[src/rtl/link_arb_pkg.sv]
// Shared types and default constants for the round-robin link arbiter.
package link_arb_pkg;

    localparam int NUM_REQ     = 4;
    localparam int DW          = 4;
    localparam int BURST_MAX   = 4;
    localparam int TIMEOUT_CYC = 16;

    typedef enum logic [1:0] {
        IDLE    = 2'd0,
        XFER    = 2'd1,
        RELEASE = 2'd2
    } arb_state_e;

    function automatic int idx_width(input int n);
        return (n > 1) ? $clog2(n) : 1;
    endfunction

endpackage

[src/rtl/link_arb_if.sv]
// Requester/receiver bundle of the link arbiter; slave is the arbiter side.
interface link_arb_if #(
    parameter int NUM_REQ = link_arb_pkg::NUM_REQ,
    parameter int DW      = link_arb_pkg::DW
);
    logic [NUM_REQ-1:0]    req_valid_i;
    logic [NUM_REQ*DW-1:0] req_data_i;
    logic [NUM_REQ-1:0]    req_last_i;
    logic [NUM_REQ-1:0]    req_ready_o;
    logic                  valid_o;
    logic [DW-1:0]         data_o;
    logic                  busy_o;
    logic                  ready_i;
    logic [NUM_REQ-1:0]    grant_o;
    logic                  timeout_o;

    modport slave (
        input  req_valid_i, req_data_i, req_last_i, ready_i,
        output req_ready_o, valid_o, data_o, busy_o, grant_o, timeout_o
    );

    modport master (
        output req_valid_i, req_data_i, req_last_i, ready_i,
        input  req_ready_o, valid_o, data_o, busy_o, grant_o, timeout_o
    );
endinterface

[src/rtl/link_arb_rr_picker.sv]
// Combinational round-robin picker: first requester strictly after last_i, wrapping.
module rr_picker #(
    parameter int N    = 4,
    parameter int IDXW = 2
) (
    input  logic [N-1:0]    req_i,
    input  logic [IDXW-1:0] last_i,
    output logic [N-1:0]    win_o,
    output logic            any_o
);
    logic            found;
    logic [IDXW-1:0] idx;

    always_comb begin
        win_o = '0;
        found = 1'b0;
        idx   = '0;
        for (int off = 1; off <= N; off++) begin
            idx = IDXW'((int'(last_i) + off) % N);
            if (!found && req_i[idx]) begin
                win_o[idx] = 1'b1;
                found      = 1'b1;
            end
        end
    end

    assign any_o = |req_i;

endmodule

[src/rtl/link_arbiter.sv]
// Round-robin burst arbiter sharing one rx link among NUM_REQ requesters.
// Define ARB_TIMEOUT_EN to force release of a grant stalled for TIMEOUT_CYC cycles.
module link_arbiter #(
    parameter int NUM_REQ     = link_arb_pkg::NUM_REQ,
    parameter int DW          = link_arb_pkg::DW,
    parameter int BURST_MAX   = link_arb_pkg::BURST_MAX,
    parameter int TIMEOUT_CYC = link_arb_pkg::TIMEOUT_CYC
) (
    input  logic       clk,
    input  logic       rst_n,
    link_arb_if.slave  bus
);
    import link_arb_pkg::*;

    localparam int IDXW = idx_width(NUM_REQ);

    arb_state_e          state_q, state_d;
    logic [NUM_REQ-1:0]  grant_q, grant_d;
    logic [IDXW-1:0]     gidx_q, gidx_d;
    logic [IDXW-1:0]     last_q, last_d;
    logic [3:0]          cnt_q, cnt_d, cnt_inc;

    logic [NUM_REQ-1:0]  pick_oh;
    logic                pick_any;
    logic [IDXW-1:0]     pick_idx;

    logic [DW-1:0]       data_arr [NUM_REQ];
    logic                valid_w, busy_w, timeout_w, beat, stall_hit;
    logic [DW-1:0]       data_w;
    logic [NUM_REQ-1:0]  ready_w;

    generate
        for (genvar gi = 0; gi < NUM_REQ; gi++) begin : g_slice
            assign data_arr[gi] = bus.req_data_i[gi*DW +: DW];
        end
    endgenerate

    rr_picker #(.N(NUM_REQ), .IDXW(IDXW)) u_picker (
        .req_i  (bus.req_valid_i),
        .last_i (last_q),
        .win_o  (pick_oh),
        .any_o  (pick_any)
    );

    always_comb begin
        pick_idx = '0;
        for (int i = 0; i < NUM_REQ; i++) begin
            if (pick_oh[i]) pick_idx = IDXW'(i);
        end
    end

    assign cnt_inc = cnt_q + 4'd1;

    always_ff @(posedge clk or negedge rst_n) begin
        if (!rst_n) begin
            state_q <= IDLE;
            grant_q <= '0;
            gidx_q  <= '0;
            last_q  <= IDXW'(NUM_REQ - 1);
            cnt_q   <= '0;
        end else begin
            state_q <= state_d;
            grant_q <= grant_d;
            gidx_q  <= gidx_d;
            last_q  <= last_d;
            cnt_q   <= cnt_d;
        end
    end

    always_comb begin
        state_d = state_q;
        grant_d = grant_q;
        gidx_d  = gidx_q;
        last_d  = last_q;
        cnt_d   = cnt_q;
        case (state_q)
            IDLE: begin
                if (pick_any) begin
                    state_d = XFER;
                    grant_d = pick_oh;
                    gidx_d  = pick_idx;
                    cnt_d   = '0;
                end
            end
            XFER: begin
                if (beat) cnt_d = cnt_inc;
                // A burst ends on its marked last beat, on the BURST_MAX-th beat, or on stall timeout.
                if ((beat && (bus.req_last_i[gidx_q] || cnt_inc == 4'(BURST_MAX))) || stall_hit) begin
                    state_d = RELEASE;
                    grant_d = '0;
                    last_d  = gidx_q;
                    cnt_d   = '0;
                end
            end
            RELEASE: begin
                state_d = IDLE;
                cnt_d   = '0;
            end
            default: begin
                state_d = IDLE;
                grant_d = '0;
                cnt_d   = '0;
            end
        endcase
    end

    always_comb begin
        valid_w = 1'b0;
        data_w  = '0;
        ready_w = '0;
        busy_w  = 1'b1;
        if (state_q == XFER) begin
            valid_w          = bus.req_valid_i[gidx_q];
            data_w           = data_arr[gidx_q];
            ready_w[gidx_q]  = bus.ready_i;
            busy_w           = 1'b0;
        end
    end

    assign beat = valid_w & bus.ready_i;

`ifdef ARB_TIMEOUT_EN
    logic [7:0] stall_q, stall_d;
    logic       timeout_q;

    always_comb begin
        stall_d   = '0;
        stall_hit = 1'b0;
        if (state_q == XFER && !beat) begin
            stall_d   = stall_q + 8'd1;
            stall_hit = (stall_d == 8'(TIMEOUT_CYC));
        end
    end

    // The pulse lands in the RELEASE cycle that the timeout caused.
    always_ff @(posedge clk or negedge rst_n) begin
        if (!rst_n) begin
            stall_q   <= '0;
            timeout_q <= 1'b0;
        end else begin
            stall_q   <= stall_d;
            timeout_q <= stall_hit;
        end
    end

    assign timeout_w = timeout_q;
`else
    assign stall_hit = 1'b0;
    assign timeout_w = 1'b0;
`endif

    assign bus.valid_o     = valid_w;
    assign bus.data_o      = data_w;
    assign bus.req_ready_o = ready_w;
    assign bus.busy_o      = busy_w;
    assign bus.grant_o     = grant_q;
    assign bus.timeout_o   = timeout_w;

    assert property (@(posedge clk) disable iff (!rst_n)
        $onehot0(grant_q) && ((ready_w & ~grant_q) == '0)
        && (BURST_MAX >= 1) && (BURST_MAX <= 15)
        && (TIMEOUT_CYC >= 2) && (TIMEOUT_CYC <= 255));

endmodule

[src/flat_wrapper.sv]
// flat-port wrapper written by rule: the top's interface ports become plain ports
module link_arbiter_flat import link_arb_pkg::*;
#(
    parameter int NUM_REQ     = link_arb_pkg::NUM_REQ,
    parameter int DW          = link_arb_pkg::DW,
    parameter int BURST_MAX   = link_arb_pkg::BURST_MAX,
    parameter int TIMEOUT_CYC = link_arb_pkg::TIMEOUT_CYC
)
  (clk, rst_n, bus_req_valid_i, bus_req_data_i, bus_req_last_i, bus_ready_i, bus_req_ready_o, bus_valid_o, bus_data_o, bus_busy_o, bus_grant_o, bus_timeout_o);
  link_arb_if #(.NUM_REQ(NUM_REQ), .DW(DW)) bus_i ();
  input  logic clk;
  input  logic rst_n;
  input wire logic [$bits(bus_i.req_valid_i)-1:0] bus_req_valid_i;
  input wire logic [$bits(bus_i.req_data_i)-1:0] bus_req_data_i;
  input wire logic [$bits(bus_i.req_last_i)-1:0] bus_req_last_i;
  input wire logic [$bits(bus_i.ready_i)-1:0] bus_ready_i;
  output wire logic [$bits(bus_i.req_ready_o)-1:0] bus_req_ready_o;
  output wire logic [$bits(bus_i.valid_o)-1:0] bus_valid_o;
  output wire logic [$bits(bus_i.data_o)-1:0] bus_data_o;
  output wire logic [$bits(bus_i.busy_o)-1:0] bus_busy_o;
  output wire logic [$bits(bus_i.grant_o)-1:0] bus_grant_o;
  output wire logic [$bits(bus_i.timeout_o)-1:0] bus_timeout_o;
  assign bus_i.req_valid_i = bus_req_valid_i;
  assign bus_i.req_data_i = bus_req_data_i;
  assign bus_i.req_last_i = bus_req_last_i;
  assign bus_i.ready_i = bus_ready_i;
  assign bus_req_ready_o = bus_i.req_ready_o;
  assign bus_valid_o = bus_i.valid_o;
  assign bus_data_o = bus_i.data_o;
  assign bus_busy_o = bus_i.busy_o;
  assign bus_grant_o = bus_i.grant_o;
  assign bus_timeout_o = bus_i.timeout_o;
  link_arbiter #(.NUM_REQ(NUM_REQ), .DW(DW), .BURST_MAX(BURST_MAX), .TIMEOUT_CYC(TIMEOUT_CYC)) u_core (.clk(clk), .rst_n(rst_n), .bus(bus_i));
endmodule
[config.mk]
export PLATFORM = sky130hd
export DESIGN_NAME = link_arbiter_flat
export DESIGN_NICKNAME = d
export VERILOG_FILES = /design/src/rtl/link_arb_pkg.sv /design/src/rtl/link_arb_if.sv /design/src/rtl/link_arb_rr_picker.sv /design/src/rtl/link_arbiter.sv /design/src/flat_wrapper.sv
export SDC_FILE = /design/constraint.sdc
export NUM_CORES = 1
export LEC_CHECK = 0
export ABC_AREA = 1
export BUFFER_PORTS_ARGS = -buffer_cell sky130_fd_sc_hd__buf_2
export CAP_MARGIN = 20
export CORE_AREA = 5 5 77 79
export DETAILED_ROUTE_END_ITERATION = 12
export DIE_AREA = 0 0 82 84
export GPL_TIMING_DRIVEN = 0
export PLACE_DENSITY_LB_ADDON = 0.25
export SLEW_MARGIN = 30
export SYNTH_ARGS = -nofsm -noshare
export SYNTH_HDL_FRONTEND = slang
export SYNTH_SLANG_ARGS = --single-unit
[constraint.sdc]
create_clock -name clk -period 4.1 [get_ports clk]
set_input_delay 0.615 -clock clk [delete_from_list [all_inputs] [get_ports clk]]
set_output_delay 0.615 -clock clk [all_outputs]
set_load 0.005 [all_outputs]
==> flow_summary.yaml, run 1 <==
cells_and_area:
  ff_latch_area_um2: 353
  syn_to_final_growth_pct: 23.4
  antenna_cells: 0
  layout.nets: 283
  fillerInstances: 590
  layout_commonest_cell: "nand2_1"
  drive_gt1_share_pct: 35.1
  multi_input_area_mm2: 0.00100
  layout_common_cells: "nand2_1 (53), buf_2 (40), nand3_1 (31)"
cts:
  root_buffer: "clkbuf_8"
  postCtsResizedCells: 0
  clk_path_buf_depth: 2
  cts_htree_levels: 1
  cts_hold_buf: 0
  cts_tree: "yes"
  clock_latency_ns: 0.24
  clkTransAtPathRegs_ns: 0.06
  numCtsBuffers: 3
  numClockSinks: 14
  post_cts_buffers: 0
global_routing:
  grt_pass1_vias: 1479
  grt_max_degree: 15
  grt_pass1_wl_um: 6140
  overflow: 0
  grt_usage_pct: 10.8
  antenna_found_initial: 0
timing:
  fmax_mhz: 455
  drv_slew: 0
  timing.final.setup_violations: 0
  finalCritPeriodShare_pct: 53.6
  hold_violations: 0
  setup-tns-final_ns: 0
  fin_crit_ns: 2.20
  skew_ns: 0.000471
  rsz0062_at_grt: "false"
detailed_routing:
  dr.pass1.iters: 4
  drc: 0
  avgRoutedWirePerCell_um: 10.8
  antenna_left: 0
  postRouteWirelength_um: 3440
  drt_iter0_markers: 49
  routed_via_density: 4.42
  vias: 1402
synthesis:
  avgSynthCellArea_um2: 7.35
  synth_area_mm2: 0.00148
  syn_nets: 238
  yosysSeqAreaShare_pct: 23.9
  yosysWarnings: 0
  syn_inst: 201
  ys_types: 33
  synth-seq-cells: 14
die:
  die_h_um: 84
  io_pins: 42
  row_count: 27
  fp.dieArea_mm2: 0.00689
  dieWidth_um: 82
  core_region_area_mm2: 0.00527
  start_util_pct: 28.0
power:
  p_leak_uw: 0.000980
  powerDensity_mw_per_mm2: 726
  sw_frac_of_total_pct: 51.7
  p_int_uw: 639
  p_switching_uw: 683
  vdd_drop_max_uv: 223
  clockPowerShare_pct: 10.1
  seqPwrFrac_pct: 19.3
  power_frac_comb_pct: 70.5
  finalPower_uw: 1320
worst_setup_path:
  path_max_fanout: 9
  worstPathArrival_ns: 2.33
  end_kind: "register"
  crit_path_start_kind: "register"
  critPathKind: "register to register"
  cp.required_ns: 4.23
place:
  io_buffers: 40
  place_congestion: 0.793
  dp_hpwl_um: 2870
worst_hold_path:
  hold_class: "primary input to async pin"
job:
  maxCapViolations: 0
outcome:
  status: "completed"
## power by group through the flow
| stage | sequential, uW | clock [uW] | combinational [uW] |
|---|---|---|---|
| 3_3_place_gp | 259 | 0 | 943 |
| 5_1_grt | 264 | 148 | 1060 |
| 4_1_cts | 256 | 138 | 949 |
| 2_1_floorplan | 247 | 0 | 736 |
| 3_5_place_dp | 256 | 0 | 947 |
| 6_report | 256 | 134 | 932 |
## synthesized netlist by cell type, drive strengths merged
cell type,instances,area (um^2)
nand2,70,345
buf,4,41.3
or2,1,6.26
nor2,20,133
a31oi,4,25.0
inv,18,75.1
clkinv,1,3.75
nand3,34,200
dfrtp,12,300
ha,10,125
a22oi,4,30.0
dfstp,2,52.6
o22ai,2,12.5
nand3b,3,26.3
xor2,2,17.5
o21ai,9,56.3
conb,1,3.75
nand4,2,12.5
a21oi,2,10.0
## flip-flops by register name, summed over array words and instances (netlist names)
register	flops
u_core.cnt_q	4
u_core.bus.grant_o	4
u_core.state_q	2
u_core.last_q	2
u_core.gidx_q	2
## metal layers
| metal | up-vias | GRT usage (%) | share of wire (%) |
|---|---|---|---|
| met3 | 2 | 2.27 | 5.5 |
| met2 | 37 | 18.8 | 46 |
| met5 | - | 0 | 0 |
| met1 | 618 | 13.5 | 48 |
| li1 | 745 | - | - |
| met4 | 0 | 2.27 | 0.47 |
## final timing paths
kind / start / to / slack [ns] / cells past startpoint
worst min register to register: u_core.bus.grant_o[0] / u_core.bus.grant_o[0] / 0.46 / 2
worst max-delay path: u_core.last_q[1] / u_core.gidx_q[0] / 1.90 / 12
min in group clk: u_core.bus.grant_o[0] / u_core.bus.grant_o[0] / 0.46 / 2
worst min-delay path: rst_n / u_core.cnt_q[2] / 0.26 / 1
worst max register to register: u_core.last_q[1] / u_core.gidx_q[0] / 1.90 / 12
max in group asynchronous: rst_n / u_core.last_q[0] / 3.55 / 1
## critical path, cell delays in order (launching register included)
cell,delay [ns]
dfstp_2,0.63
inv_1,0.16
ha_1,0.38
inv_1,0.16
nand3_4,0.12
nand2_4,0.11
nand2_4,0.08
nor2_4,0.12
nand2_1,0.06
nand2_1,0.08
nor2_1,0.04
nand3_1,0.07
nand2_1,0.06
## kinds of logic (layout without fill, tap and decap cells)
| logic type | Yosys count | in the layout | synth area share (%) |
|---|---|---|---|
| compound gates | 21 | 21 | 9.07 |
| xor+xnor | 2 | 2 | 1.19 |
| fa+ha+maj | 10 | 10 | 8.47 |
| buf+inv | 23 | 67 | 8.14 |
| flops | 14 | 14 | 23.9 |
| other cells | 1 | 1 | 0.254 |
| simple gates | 130 | 130 | 49.0 |
## metrics by stage
stage | cell area, um^2 | worst slack, ns | utilization, % | hold slack [ns] | cells
after floorplan | 1480 | 2.09 | - | 0.319 | 201
after global placement | 1770 | 1.91 | 33.5 | 0.453 | 313
after detailed placement | 1770 | 1.90 | 33.5 | 0.455 | 313
after CTS | 1820 | 1.89 | 34.6 | 0.273 | 317
after global routing | 1820 | 1.71 | 34.6 | 0.286 | 317
final | 1820 | 1.90 | 34.6 | 0.262 | 317
## cell type report
type,count,area share [%]
inverter,19,4.33
clock buffer,4,3.02
sequential,14,19.4
multi-input combinational,164,55.1
buffer,4,2.27
timing repair buffer,40,11.0
tap,72,4.95
Power figures use the tool's default switching activity.
==> inputs of run 2 (changes only) <==
Clock period 4.1 ns to 2.15 ns, I/O delays scaled along.
==> run 2 against run 1 <==
First-iteration DRC count rose by 49%. Sequential power rose by 91%. Die area did not move. Sequential share of layout area fell by 0.51 points. Cell count rose by 1.3%. Critical path depth rose by 1. Count of clock-buffer cells in the layout did not move. Largest cell class unchanged.
==> flow_summary.yaml, run 2 (synthesis results as in run 1) <==
detailed_routing:
  drt_iter0_markers: 73
  postRouteWirelength_um: 3470
  dr.pass1.iters: 4
  drc: 0
  routed_via_density: 4.43
  vias: 1423
  avgRoutedWirePerCell_um: 10.8
  antenna_left: 0
die:
  fp.dieArea_mm2: 0.00689
  die_h_um: 84
  dieWidth_um: 82
  core_region_area_mm2: 0.00527
  io_pins: 42
  row_count: 27
  start_util_pct: 28.0
global_routing:
  grt_max_degree: 15
  overflow: 0
  antenna_found_initial: 0
  grt_pass1_wl_um: 6180
  grt_pass1_vias: 1484
  grt_usage_pct: 10.9
cts:
  numCtsBuffers: 3
  cts_htree_levels: 1
  cts_tree: "yes"
  clk_path_buf_depth: 2
  numClockSinks: 14
  clock_latency_ns: 0.24
  root_buffer: "clkbuf_8"
  clkTransAtPathRegs_ns: 0.06
job:
  maxCapViolations: 0
cells_and_area:
  layout.nets: 287
  syn_to_final_growth_pct: 26.7
  layout_commonest_cell: "nand2_1"
  drive_gt1_share_pct: 36.9
  final_cells: 321
  antenna_cells: 0
  fillerInstances: 582
  fin_area_mm2: 0.00187
  multi_input_area_mm2: 0.00102
  ff_latch_area_um2: 353
  layout_common_cells: "nand2_1 (53), buf_2 (40), nand3_1 (31)"
power:
  p_int_uw: 1280
  p_leak_uw: 0.000995
  power_frac_comb_pct: 71.3
  sw_frac_of_total_pct: 50.9
  p_switching_uw: 1320
  powerDensity_mw_per_mm2: 1390
  seqPwrFrac_pct: 18.8
  finalPower_uw: 2600
  clockPowerShare_pct: 9.8
  vdd_drop_max_uv: 434
worst_hold_path:
  hold_class: "register to register"
timing:
  fmax_mhz: 499
  fin_crit_ns: 2.00
  rsz0062_at_grt: "false"
  finalCritPeriodShare_pct: 93.2
  skew_ns: 0.000380
  timing.final.setup_violations: 0
  setup-tns-final_ns: 0
  drv_slew: 0
  hold_violations: 0
worst_setup_path:
  cp_common_cell: "nand2_1"
  cp_top_family: "simple AND/OR/NAND/NOR gates"
  crit_path_start_kind: "register"
  critPathKind: "register to register"
  path_cells: "buf_6 -> inv_6 -> ha_4 -> inv_2 -> nand3_4 -> nand2_4 -> nand2_4 -> nor2_4 -> nand2_1 -> nand2_1 -> nor2_1 -> nand3_1 -> nand2_1"
  cp_num_buf_inv: 3
  critical-path-slowest-cell: "dfstp_2"
  worstPathArrival_ns: 2.14
  critical_path.max_stage_delay_ns: 0.58
  end_kind: "register"
  cp.required_ns: 2.28
  path_max_fanout: 10
place:
  io_buffers: 40
  placed_area_mm2: 0.00177
  place_congestion: 0.793
  place_inst: 313
  dp_hpwl_um: 2870
outcome:
  status: "completed"
## run 2: cell types whose count changed in the layout (fill, tap and decap cells not counted)
| cell | change |
|---|---|
| buf_4 | +3 |
| inv_1 | -2 |
| clkinvlp_4 | +1 |
| dlygate4sd3_1 | +1 |
| ha_1 | -1 |
| ha_4 | +1 |
| inv_2 | +1 |
| o21ai_0 | -1 |
| o21ai_1 | +1 |
## run 2: metal layers
layer	routed length, um	vias to the layer above	GRT usage (%)
met2	1630	37	18.8
li1	-	755	-
met5	0	-	0
met3	190	2	2.27
met1	1640	629	13.6
met4	16	0	2.27
## run 2: final timing paths
check / start / end / slack, ns / cells after the start
worst min register to register: u_core.bus.grant_o[0] / u_core.bus.grant_o[0] / 0.46 / 2
worst min-delay path: u_core.bus.grant_o[0] / u_core.bus.grant_o[0] / 0.46 / 2
min in group asynchronous: rst_n / u_core.cnt_q[2] / 0.51 / 2
worst max-delay path: u_core.last_q[0] / u_core.gidx_q[0] / 0.15 / 13
worst max register to register: u_core.last_q[0] / u_core.gidx_q[0] / 0.15 / 13
max in group asynchronous: rst_n / u_core.last_q[0] / 1.35 / 2
## run 2: cell type report
cell class	instances	share of cell area, %
Tap cell	72	4.82
Clock buffer	4	2.94
Multi-Input combinational cell	164	54.3
Sequential cell	14	18.9
Timing Repair Buffer	44	12.4
Inverter	19	4.41
Buffer	4	2.21
## run 2: power by group through the flow
stage	combinational (uW)	clock [uW]	sequential, uW
detailed placement	1810	0	489
global route	2100	282	505
global placement	1800	0	493
finish	1860	255	490
CTS	1840	263	488
floorplan	1400	0	472
## run 2: stage by stage
stage	utilization (%)	hold slack, ns	setup WS (ns)
after floorplan	-	0.0269	0.143
final	35.5	0.464	0.146
after global routing	35.5	0.510	0.0104
after CTS	35.0	0.470	0.0401
after global placement	33.5	0.241	-0.0376
after detailed placement	33.5	0.247	-0.0478
## run 2: tightest hold or removal path, stage by stage, from the launching register on
cell and delay, ns:
dfrtp_1 0.34, nand2_1 0.05, nand2_1 0.04
## run 2: timing repair
item                                   4_1_cts  5_1_grt
setup endpoints to repair                    4        4
hold buffers                                 1        0
buffers inserted                             0        3
gates resized for setup                      1        3
endpoints found under the hold margin       12        0
==> inputs of run 3 (changes only) <==
Settings changed: ABC_AREA 1 to not set, CORE_AREA 5 5 77 79 to 5 5 71 73, DIE_AREA 0 0 82 84 to 0 0 76 78.
==> run 3 against run 2 <==
The flow now finishes with violations (negative setup slack). Sequential power up 4.3%. First-iteration DRC count shrank 8.2%. Final area shrank 7.4%. Critical endpoint is now u_core.gidx_q[1]. Worst hold slack improved by 0.014 ns. Largest cell class unchanged. Combinational power is essentially flat. Largest power group unchanged. Area after synthesis decreased by 15%. Via count fell by 20%.
==> flow_summary.yaml, run 3 <==
cells_and_area:
  layout.nets: 212
  drive_gt1_share_pct: 50.0
  final_cells: 226
  syn_to_final_growth_pct: 38.6
  layout_common_cells: "buf_2 (40), nand2_1 (12), dfrtp_1 (12)"
  layout_commonest_cell: "buf_2"
  antenna_cells: 0
  final_core_util_pct: 40.4
  fillerInstances: 433
detailed_routing:
  routed_via_density: 5.04
  drt_iter0_markers: 67
  vias: 1138
  antenna_left: 0
  dr.pass1.iters: 4
  drc: 0
  postRouteWirelength_um: 3350
  avgRoutedWirePerCell_um: 14.8
synthesis:
  synth_compound_area_share_pct: 15.9
  yosysWarnings: 0
  synth_edf_count: 0
  synthMuxAreaShare_pct: 20.1
  synth_common_cells: "dfrtp_1 (12), nand2_1 (12), ha_1 (10), mux4_2 (9), and2_1 (7)"
  synthXorXnorAreaFrac_pct: 0
  syn_nets: 156
  netlist.area_leader.share_pct: 24.0
  synthSimpleGateAreaFrac_pct: 22.1
  async_flop_share_pct: 100
  synth_area_mm2: 0.00125
  yosysSeqAreaShare_pct: 28.2
  yosysTopAreaCell: "dfrtp_1"
  synth_area_leaders: "dfrtp_1 (24%), mux4_2 (16%), ha_1 (10%)"
  ys.flop_type: "dfrtp_1"
  synth-seq-cells: 14
  ys_types: 41
  synth_top_family_by_area: "simple AND/OR/NAND/NOR gates"
  avgSynthCellArea_um2: 10.5
  syn_inst: 119
  synth_fa_ha_area_share_pct: 10.0
die:
  row_count: 24
  fp.dieArea_mm2: 0.00593
  start_util_pct: 29.1
  io_pins: 42
  core_region_area_mm2: 0.00429
  dieWidth_um: 76
  die_h_um: 78
power:
  clockPowerShare_pct: 9.8
  vdd_drop_max_uv: 632
  power_frac_comb_pct: 70.6
  seqPwrFrac_pct: 19.6
  sw_frac_of_total_pct: 41.5
  powerDensity_mw_per_mm2: 1500
  p_int_uw: 1520
  finalPower_uw: 2610
  p_switching_uw: 1080
  p_leak_uw: 0.000776
global_routing:
  grt_pass1_wl_um: 5590
  antenna_found_initial: 0
  overflow: 0
  grt_usage_pct: 11.3
  grt_pass1_vias: 1191
  grt_max_degree: 15
cts:
  clkTransAtPathRegs_ns: 0.06
  clock_latency_ns: 0.24
  root_buffer: "clkbuf_8"
  numCtsBuffers: 3
  cts_tree: "yes"
  cts_htree_levels: 1
  clk_path_buf_depth: 2
  numClockSinks: 14
place:
  io_buffers: 40
  place_inst: 211
  place_congestion: 0.807
  dp_hpwl_um: 2560
worst_setup_path:
  path_cells: "buf_6 -> inv_6 -> ha_4 -> mux4_2 -> buf_12 -> a21oi_1 -> a2bb2oi_2 -> and2_4 -> a31oi_1"
  path_max_fanout: 8
  critical-path-slowest-cell: "dfstp_2"
  end_kind: "register"
  worstPathArrival_ns: 2.36
  cp.required_ns: 2.25
  critPathKind: "register to register"
  crit_path_start_kind: "register"
  critical_path.max_stage_delay_ns: 0.55
timing:
  drv_slew: 0
  tightest_slew_ns: 0.538
  skew_ns: 0.00414
  relSlewSlack_pct: 63.8
  timing.hold.ws_ns: 0.479
  rsz0062_at_grt: "true"
  finalCritPeriodShare_pct: 105
  timing.final.setup_violations: 6
  hold_violations: 0
  setup-tns-final_ns: -0.406
  fmax_mhz: 443
  setup_slack_ns: -0.110
  fin_crit_ns: 2.26
outcome:
  status: "complete, but fails checks"
  violations: "negative setup slack"
job:
  maxCapViolations: 0
worst_hold_path:
  hold_class: "primary input to register"
## run 3: changes by cell type in the layout (fill, tap and decap cells not counted), sizes merged, moves of 5 or more
cell / delta
nor2: -15
nand3: -32
and2: +7
nand2: -58
buf: +5
o2bb2ai: +5
mux4: +10
inv: -13
## run 3: path summary, 6_finish.rpt
kind / depth (start not counted) / to / slack, ns / from
worst max-delay path: 9 / u_core.gidx_q[1] / -0.11 / u_core.last_q[0]
worst min-delay path: 4 / u_core.state_q[0] / 0.48 / bus_ready_i
worst max register to register: 9 / u_core.gidx_q[1] / -0.11 / u_core.last_q[0]
worst min register to register: 1 / u_core.bus.grant_o[3] / 0.50 / u_core.bus.grant_o[3]
max in group asynchronous: 2 / u_core.last_q[1] / 1.35 / rst_n
min in group asynchronous: 2 / u_core.cnt_q[2] / 0.51 / rst_n
## run 3: cell families after synthesis
family / Yosys count
AOI/OAI and AO/OA: 28
adders and majority gates: 10
buffers and inverters: 8
DFF: 14
muxes: 12
other: 1
and+or+nand+nor: 46
## run 3: layout make-up
cell class                      instances  area [um^2]  share of cell area [%]
Tap cell                               52         65.1                    3.75
Clock buffer                            4         55.1                    3.18
Inverter                                4         20.0                    1.16
Multi-Input combinational cell         97          900                    51.9
Timing Repair Buffer                   51          310                    17.9
Buffer                                  4         30.0                    1.73
Sequential cell                        14          353                    20.4
## run 3: stage by stage
step                      instance area [um^2]  setup WS (ns)
after detailed placement                  1520         -0.279
after CTS                                 1720         -0.147
after global placement                    1520         -0.289
after floorplan                           1260         0.0136
final                                     1730         -0.110
after global routing                      1730         -0.216
## run 3: repair_timing
| action | 4_1_cts | 5_1_grt |
|---|---|---|
| gates resized for setup | 10 | 3 |
| buffers inserted | 9 | 1 |
| gates cloned | 0 | 0 |
| pin swaps | 10 | 5 |
| hold buffers | 1 | 0 |
| hold endpoints to repair | 12 | 0 |
| setup endpoints to repair | 17 | 16 |
## run 3: routing by layer
layer	part of all wire [%]	vias up	GRT usage, %
met4	2.5	0	4.45
met3	4.6	10	2.66
met5	0	-	0
met1	41	545	12.7
met2	52	26	20.4
li1	-	557	-
## run 3: worst max-delay path: cells and delay by family (launching register included)
kind	cells	cell delay [ns]
AND/OR/NAND/NOR	1	0.17
multiplexers	1	0.38
AO/OA/AOI/OAI	3	0.42
adder cells (fa/ha/maj)	1	0.25
flip-flops	1	0.55
buffers and inverters	3	0.34
## run 3: power by group through the flow
| stage | logic (uW) | clock network (uW) | registers [uW] |
|---|---|---|---|
| detailed placement | 1460 | 0 | 541 |
| global placement | 1420 | 0 | 538 |
| floorplan | 1100 | 0 | 499 |
| finish | 1840 | 256 | 511 |
| global route | 2030 | 280 | 527 |
| CTS | 1800 | 264 | 510 |
